<file path="config.mk">
export PLATFORM = sky130hd
export DESIGN_NAME = aes_word_packer
export DESIGN_NICKNAME = d
export VERILOG_FILES = /design/src/rtl/aes_word_packer.sv
export SDC_FILE = /design/constraint.sdc
export NUM_CORES = 1
export LEC_CHECK = 0
export ABC_AREA = 1
export ABC_CLOCK_PERIOD_IN_PS = 45300
export BUFFER_PORTS_ARGS = -buffer_cell sky130_fd_sc_hd__buf_4
export CAP_MARGIN = 20
export CELL_PAD_IN_SITES_DETAIL_PLACEMENT = 1
export CELL_PAD_IN_SITES_GLOBAL_PLACEMENT = 2
export CORE_MARGIN = 8
export CORE_UTILIZATION = 39
export CTS_CLUSTER_DIAMETER = 60
export CTS_CLUSTER_SIZE = 28
export DETAILED_ROUTE_END_ITERATION = 10
export PLACE_DENSITY = 0.94
export SLEW_MARGIN = 20
export SYNTH_ARGS = -nofsm -noshare
export SYNTH_HDL_FRONTEND = slang
export SYNTH_SLANG_ARGS = --single-unit
</file>
<file path="constraint.sdc">
create_clock -name clk -period 45.3 [get_ports clk]
set_input_delay 2.265 -clock clk [delete_from_list [all_inputs] [get_ports clk]]
set_output_delay 2.265 -clock clk [all_outputs]
set_load 0.005 [all_outputs]
</file>
<file path="src/rtl/aes_word_packer.sv">
// aes_word_packer: assembles four 32-bit bus beats into 129-bit words.
// Bit 128 of each word is the mode flag and bits 127:0 are the payload.
// Completed words are buffered in a small FIFO. Each word is presented on
// data_in together with a one-cycle read strobe.
//
// Ports:
//   clk, rst            clock (rising edge), asynchronous active-high reset
//   wr_en, wr_data      beat valid and beat payload (most-significant beat first)
//   wr_first            beat 0 marker; resyncs a partially assembled word
//   wr_mode             mode flag, sampled on beat 0 only
//   wr_par              per-byte even parity, checked only with PACK_PARITY_EN
//   wr_ready            beat accepted this cycle if wr_en
//   pack_hold           downstream stall, blocks pops
//   read, data_in       one-cycle strobe and registered head word
//   overflow            sticky, set when a beat is offered while wr_ready=0
//   frag_err            pulse, set when a partial word is discarded on resync
//   par_err             pulse, set when a word is dropped on parity (0 if disabled)
//   err_clr             synchronous clear of overflow
//
// Optional feature macro: PACK_PARITY_EN (per-byte parity check on beats).
module aes_word_packer #(
  parameter int unsigned BEAT_W     = 32,
  parameter int unsigned FIFO_DEPTH = 2
) (
  input  logic              clk,
  input  logic              rst,
  input  logic              wr_en,
  input  logic [BEAT_W-1:0] wr_data,
  input  logic              wr_first,
  input  logic              wr_mode,
  input  logic [3:0]        wr_par,
  output logic              wr_ready,
  input  logic              pack_hold,
  output logic              read,
  output logic [4*BEAT_W:0] data_in,
  output logic              overflow,
  output logic              frag_err,
  output logic              par_err,
  input  logic              err_clr
);

  localparam int unsigned AW = (FIFO_DEPTH > 1) ? $clog2(FIFO_DEPTH) : 1;
  localparam int unsigned WW = 4 * BEAT_W + 1;
  localparam bit [AW:0] FullCount = FIFO_DEPTH[AW:0];

  typedef enum logic [0:0] {StIdle, StFill} state_e;

  state_e               state_q, state_d;
  logic [1:0]           cnt_q, cnt_d;
  logic [4*BEAT_W-1:0]  asm_q, asm_d;
  logic                 mode_q, mode_d;
  logic                 bad_q, bad_d;
  logic                 frag_q, frag_d;
  logic                 par_q, par_d;
  logic                 ovf_q, ovf_d;
  logic                 ready_en_q;
  logic                 push, pop, accept, beat_bad;
  logic [WW-1:0]        push_word;

  logic [WW-1:0]        mem_q [FIFO_DEPTH];
  logic [AW-1:0]        wr_ptr_q, rd_ptr_q;
  logic [AW:0]          count_q;
  logic                 fifo_full, fifo_empty;
  logic                 read_q;
  logic [WW-1:0]        data_q;

`ifdef PACK_PARITY_EN
  always_comb begin
    beat_bad = 1'b0;
    for (int i = 0; i < 4; i++) begin
      if ((^wr_data[8*i +: 8]) != wr_par[i]) beat_bad = 1'b1;
    end
  end
`else
  logic unused_wr_par;
  assign unused_wr_par = ^wr_par;
  assign beat_bad      = 1'b0;
`endif

  assign fifo_full  = (count_q == FullCount);
  assign fifo_empty = (count_q == '0);
  // Held low until the first clock after reset releases.
  assign wr_ready   = ready_en_q && !fifo_full;
  assign accept     = wr_en && wr_ready;
  assign pop        = !fifo_empty && !pack_hold;
  assign push_word  = {mode_q, asm_q[4*BEAT_W-1:BEAT_W], wr_data};

  // Assembly FSM next state.
  always_comb begin
    state_d = state_q;
    cnt_d   = cnt_q;
    asm_d   = asm_q;
    mode_d  = mode_q;
    bad_d   = bad_q;
    frag_d  = 1'b0;
    par_d   = 1'b0;
    push    = 1'b0;
    if (accept) begin
      if (state_q == StIdle || wr_first) begin
        frag_d  = (state_q == StFill);
        asm_d   = {wr_data, {(3*BEAT_W){1'b0}}};
        mode_d  = wr_mode;
        bad_d   = beat_bad;
        cnt_d   = 2'd1;
        state_d = StFill;
      end else begin
        case (cnt_q)
          2'd1:    asm_d[3*BEAT_W-1 -: BEAT_W] = wr_data;
          2'd2:    asm_d[2*BEAT_W-1 -: BEAT_W] = wr_data;
          default: begin
            asm_d[BEAT_W-1:0] = wr_data;
            state_d           = StIdle;
            bad_d             = 1'b0;
            if (bad_q || beat_bad) par_d = 1'b1;
            else                   push  = 1'b1;
          end
        endcase
        cnt_d = (cnt_q == 2'd3) ? 2'd0 : cnt_q + 2'd1;
      end
    end
  end

  // Set wins over clear.
  always_comb begin
    ovf_d = ovf_q;
    if (wr_en && !wr_ready) ovf_d = 1'b1;
    else if (err_clr)       ovf_d = 1'b0;
  end

  always_ff @(posedge clk or posedge rst) begin
    if (rst) begin
      state_q    <= StIdle;
      cnt_q      <= '0;
      asm_q      <= '0;
      mode_q     <= 1'b0;
      bad_q      <= 1'b0;
      frag_q     <= 1'b0;
      par_q      <= 1'b0;
      ovf_q      <= 1'b0;
      ready_en_q <= 1'b0;
    end else begin
      state_q    <= state_d;
      cnt_q      <= cnt_d;
      asm_q      <= asm_d;
      mode_q     <= mode_d;
      bad_q      <= bad_d;
      frag_q     <= frag_d;
      par_q      <= par_d;
      ovf_q      <= ovf_d;
      ready_en_q <= 1'b1;
    end
  end

  // Word FIFO and registered output stage.
  always_ff @(posedge clk or posedge rst) begin
    if (rst) begin
      for (int i = 0; i < FIFO_DEPTH; i++) mem_q[i] <= '0;
      wr_ptr_q <= '0;
      rd_ptr_q <= '0;
      count_q  <= '0;
      read_q   <= 1'b0;
      data_q   <= '0;
    end else begin
      if (push) begin
        mem_q[wr_ptr_q] <= push_word;
        wr_ptr_q        <= wr_ptr_q + 1'b1;
      end
      if (pop) begin
        data_q   <= mem_q[rd_ptr_q];
        rd_ptr_q <= rd_ptr_q + 1'b1;
      end
      read_q <= pop;
      case ({push, pop})
        2'b10:   count_q <= count_q + 1'b1;
        2'b01:   count_q <= count_q - 1'b1;
        default: count_q <= count_q;
      endcase
    end
  end

  assign read     = read_q;
  assign data_in  = data_q;
  assign overflow = ovf_q;
  assign frag_err = frag_q;
  // Never set when parity checking is compiled out.
  assign par_err  = par_q;

endmodule
</file>
# [After elaboration in Yosys (flattened, before gate mapping)]
# Index checks and enable logic that the tools add are counted.
[word_totals] ff_bits=497 wordCells=84
[classes] mux=28 reduce_logical=20 bitwise=3 add_sub_neg=5 n_eq_ne=7 n_lt_le_gt_ge=3
[ops] op="two-way mux 129 bit" n=4
[ops] op="bitwise mux 258 bit" n=1
[ops] op="demux 129 bit (select 1 bit)" n=1
[ops] op="two-way mux 32 bit" n=3
[ops] op="two-way mux 96 bit" n=1
[ops] op="two-way mux 1 bit" n=15
[ops] op="equality test 2 bit (second input constant)" n=4
[ops] op="AND reduction 2 bit" n=4
[ops] op="nonzero test 2 bit" n=4
[ops] op="logical AND 1 bit" n=5
[ops] op="adder 2 x 1 -> 2 bit (second input constant)" n=2
[ops] op="equality test 2 x 1 -> 1 bit (second input constant)" n=2
[ops] op="greater-or-equal comparator 2 bit (second input constant)" n=2
[ops] op="zero test 1 bit" n=4
[ops] op="two-way mux 2 bit" n=2
[ops] op="NOT 1 -> 2 bit" n=2
[ops] op="one-hot mux 2 bit (2 select lines)" n=1
[ops] op="adder 1 bit (second input constant)" n=2
[ops] op="zero test 2 bit" n=1
[ops] op="< comparator 2 x 1 -> 1 bit (second input constant)" n=1
[ops] op="!= test 2 x 1 -> 1 bit (second input constant)" n=1
[ops] op="OR reduction 2 bit" n=1
[ops] op="subtractor 2 x 1 -> 2 bit (second input constant)" n=1
[ops] op="logical OR 1 bit" n=1
[ops] op="NOT 1 bit" n=1

# [Logic depth before layout (Yosys ltp)]
[logic_depth] depth_word=7 mapped_depth=10

# [Least setup slack after synthesis]
# No wires, ideal clock.
[synth_timing] path_type="input to register" start="input pack_hold" end="register count_q[1]" slack_ps=41521 cell_stages=9 required_ps=45176 arrival_time_ps=3655 setup_time_ps=124 path_cell_list="o21bai_1 -> buf_2 -> clkbuf_1 -> buf_2 -> inv_1 -> ha_1 -> a21oi_1 -> o21ai_0 -> xnor2_1"
[synth_between] elab_chain_cells=4 elab_cells_between_ends=6 cone_classes="eq/ne (2); mux (1); reduce/logical (3)"
[synth_lines] item="from (decl)" line_no="33" source="input logic pack_hold,"
[synth_lines] item="zero test 1 bit (*)" line_no="85" source="assign pop = !fifo_empty && !pack_hold;"
[synth_lines] item="logical AND 1 bit (*)" line_no="85"
[synth_lines] item="named net pop" line_no="57" source="logic push, pop, accept, beat_bad;"
[synth_lines] item="equality test 2 x 1 -> 1 bit / equality test 2 bit (equally long branches)" line_no="173" source="case ({push, pop})"
[synth_lines] item="one-hot mux 2 bit (2 select lines) / nonzero test 2 bit (equally long branches)"
[synth_lines] item="to (signal assigned)" line_no="174" source="2'b10: count_q <= count_q + 1'b1;"
[synth_lines] item="to (signal assigned)" line_no="175" source="2'b01: count_q <= count_q - 1'b1;"
[synth_lines] item="to (signal assigned)" line_no="176" source="default: count_q <= count_q;"
[synth_lines] item="to (decl)" line_no="62" source="logic [AW:0] count_q;"
# Mark *: on every way through the listed nets, which the timed path passes. The rest lies on a longest branch.
# A chain may end at the register's enable or synchronous reset.

# [Final worst setup path]
[layout_timing] start="input wr_en" end="register mem_q[210] (netlist name)"
[layout_between] elab_chain_cells=2
[layout_lines] item="from (decl)" line_no="27" source="input logic wr_en,"
[layout_lines] item="logical AND 1 bit" line_no="84" source="assign accept = wr_en && wr_ready;"
[layout_lines] item="two-way mux 1 bit" line_no="98" source="if (accept) begin"
[layout_lines] item="to (signal, indexed assignment)" line_no="165" source="mem_q[wr_ptr_q] <= push_word;"
[layout_lines] item="to (decl)" line_no="60" source="logic [WW-1:0] mem_q [FIFO_DEPTH];"
# Every way passes these cells.

==> flow_summary.json <==
{
  "status": "completed",
  "hold_viol": 0,
  "async_reset_ff_frac": 1.00,
  "p_sw_frac": 0.401,
  "place_congestion": 0.807,
  "regArea_um2": 12400,
  "grt_antenna_before_repair": 0,
  "syn-num-nets": 2412,
  "startpoint_type": "input pin",
  "core-area_um2": 52300,
  "worst_slew_pin_slew_ps": 1120,
  "diodes": 0,
  "synth_mux_area_frac": 0,
  "finalCriticalPeriod_ps": 5950,
  "hold_path.class": "flip-flop to flip-flop",
  "p_per_area_nw_per_um2": 71.0,
  "ir_drop_v": 0.0000372,
  "wl_mm": 65.5,
  "io_buffers": 171,
  "synth_seq_cells": 495,
  "drtAntennaViolNets": 0,
  "drc": 0,
  "die_h_um": 246,
  "yosysTopAreaCellShare": 0.602,
  "synth_top_family_by_area": "simple AND/OR/NAND/NOR gates",
  "net-switching-power_mw": 0.673,
  "area_growth_pct": 14.9,
  "synth_seq_area_share": 0.602,
  "synth_top_flop_cell": "dfrtp_1",
  "post_cts_buffers": 0,
  "p_int_mw": 1.00,
  "synth_edf_count": 0,
  "yosys_warnings": 0,
  "yosysMostFrequentCell": "nand2_1",
  "cp.required_ps": 45770,
  "crit_fanout": 76,
  "stdcell_count": 3143,
  "synth-simple-area-share": 0.275,
  "clockRootBuffer": "clkbuf_16",
  "p_comb_frac": 0.311,
  "place_hpwl_mm": 39.3,
  "io_pins": 177,
  "syn-cell-area_um2": 20600,
  "path_class": "input pin to flip-flop",
  "p_leak_nw": 12.5,
  "finalSetupViolCount": 0,
  "syn_area_per_cell_um2": 8.70,
  "multi_input_area_um2": 7270,
  "rsz0062_at_grt": "no",
  "drive_gt1_frac": 0.114,
  "vias": 16800,
  "pwr-share-seq": 0.455,
  "grt_max_degree": 182,
  "synth_compound_area_frac": 0.0729,
  "clock_power_share": 0.234,
  "grt.total_usage": 0.217,
  "max_freq_mhz": 168,
  "grt_pass1_vias": 18200,
  "start_util": 0.393,
  "fill_cells": 6104,
  "viasPerCell": 5.36,
  "cts_hold_buf": 0,
  "clock_path_buffers": 3,
  "drt-initial-drc-count": 1279,
  "path_clk_slew_ps": 90,
  "synth_xor_area_frac": 0.00128,
  "drtPass1Iterations": 5,
  "skew_ps": 31.9,
  "synth_common_cells": "847 x nand2_1, 495 x dfrtp_1, 297 x nor2_1",
  "die_w_um": 246,
  "yosysTopAreaCell": "dfrtp_1",
  "endpoint_kind": "flip-flop",
  "arrival_ps": 6420,
  "cts_resized": 0,
  "cts_tree": "yes",
  "nets": 2470,
  "die_area_um2": 60400,
  "clock_latency_ps": 600,
  "cts.sinks": 495,
  "reg2reg_setup_slack_ps": 40480,
  "cts_inserted_buffers": 40,
  "overflow": 0,
  "syn-instance-count": 2365,
  "num_rows": 84,
  "fin_crit_sh": 0.131,
  "synth_cell_type_count": 24,
  "synthTopCellsByArea": "dfrtp_1 60%, nand2_1 15%, nand3_1 6.3%",
  "synth_fa_ha_area_frac": 0.00243,
  "maxCapViolations": 0,
  "ctsHtreeMaxLevel": 2,
  "slew_violations": 0,
  "dp_cells": 3069,
  "max_slew_margin": 0.251,
  "grt_pass1_wl_mm": 105,
  "tns_ps": 0,
  "wl_per_cell_um": 20.8
}
[critical path, stage by stage]
cell and delay (ps):
buf_4 100, nand3_4 590, nor2_4 1000, buf_4 700, nand2_4 630, buf_4 670
nand2_1 210, nand2_1 70
[final timing paths]
path                          endpoint        from  cells past startpoint
max                         mem_q[210]       wr_en                      8
min                         mem_q[185]  mem_q[185]                      2
max in group asynchronous     wr_ptr_q         rst                      3
max reg2reg                 mem_q[210]  count_q[0]                      9
min reg2reg                 mem_q[185]  mem_q[185]                      2
min in group asynchronous  data_in[96]         rst                      2
[final cells by class]
class / instances / share of cell area
multi-input combinational: 1651 / 0.308
inverter: 44 / 0.00752
clock buffer: 44 / 0.0443
tap: 688 / 0.0364
timing repair buffer: 191 / 0.0622
clock inverter: 30 / 0.0175
sequential: 495 / 0.524
[metal layers]
metal  GRT usage  part of all wire
met3      0.0354             0.043
met5           0                 0
met4      0.0650             0.031
met1       0.283              0.43
met2       0.369              0.49
[cell usage in the layout, fill, tap and decap left out, types with 2 or more instances in the layout]
master and n:
xnor2_1 2, a21oi_1 3, clkbuf_1 2, buf_4 186
ha_1 4, inv_8 8, inv_2 3, inv_4 2
conb_1 2, dfrtp_4 2, nor2_4 3, buf_12 2
inv_12 4, o31ai_1 129, o21ai_0 99, buf_6 3
inv_6 6, inv_1 38, bufinv_16 3, clkinv_4 2
clkinv_8 4, clkinv_2 3, nand3_1 258, nand2_4 2
nor2_1 297, nand2_1 845, clkbuf_16 41, dfrtp_1 493
[logic make-up (layout without fill, tap and decap cells)]
group / count (synthesis) / in the layout
AO/OA/AOI/OAI: 234 / 234
other: 2 / 2
adder cells (fa/ha/maj): 4 / 4
AND/OR/NAND/NOR: 1408 / 1408
XOR/XNOR: 3 / 3
flip-flops: 495 / 495
buffers and inverters: 219 / 309
[metrics by stage]
step	worst slack (ps)	hold slack [ps]	instance area, µm²	util	total power [mW]
finish	39350	476	23600	0.452	1.68
floorplan	29220	443	20600	-	1.05
CTS	39370	479	23600	0.451	1.70
global route	39130	489	23600	0.452	1.79
detailed placement	38780	459	22200	0.424	1.30
global placement	38880	454	22200	0.423	1.27
[power groups by stage]
stage | logic [mW] | registers [mW] | clock network (mW)
final | 0.522 | 0.764 | 0.392
after global routing | 0.592 | 0.786 | 0.416
after CTS | 0.534 | 0.764 | 0.401
after detailed placement | 0.530 | 0.770 | 0
after global placement | 0.508 | 0.759 | 0
after floorplan | 0.334 | 0.718 | 0
[state kept, by name (all words and copies together) (netlist names), 2 cells and up]
register,cells
mem_q,258
count_q,2
cnt_q,2
data_in,129
asm_q,96
Note: power is estimated with default switching activity, not from simulation.
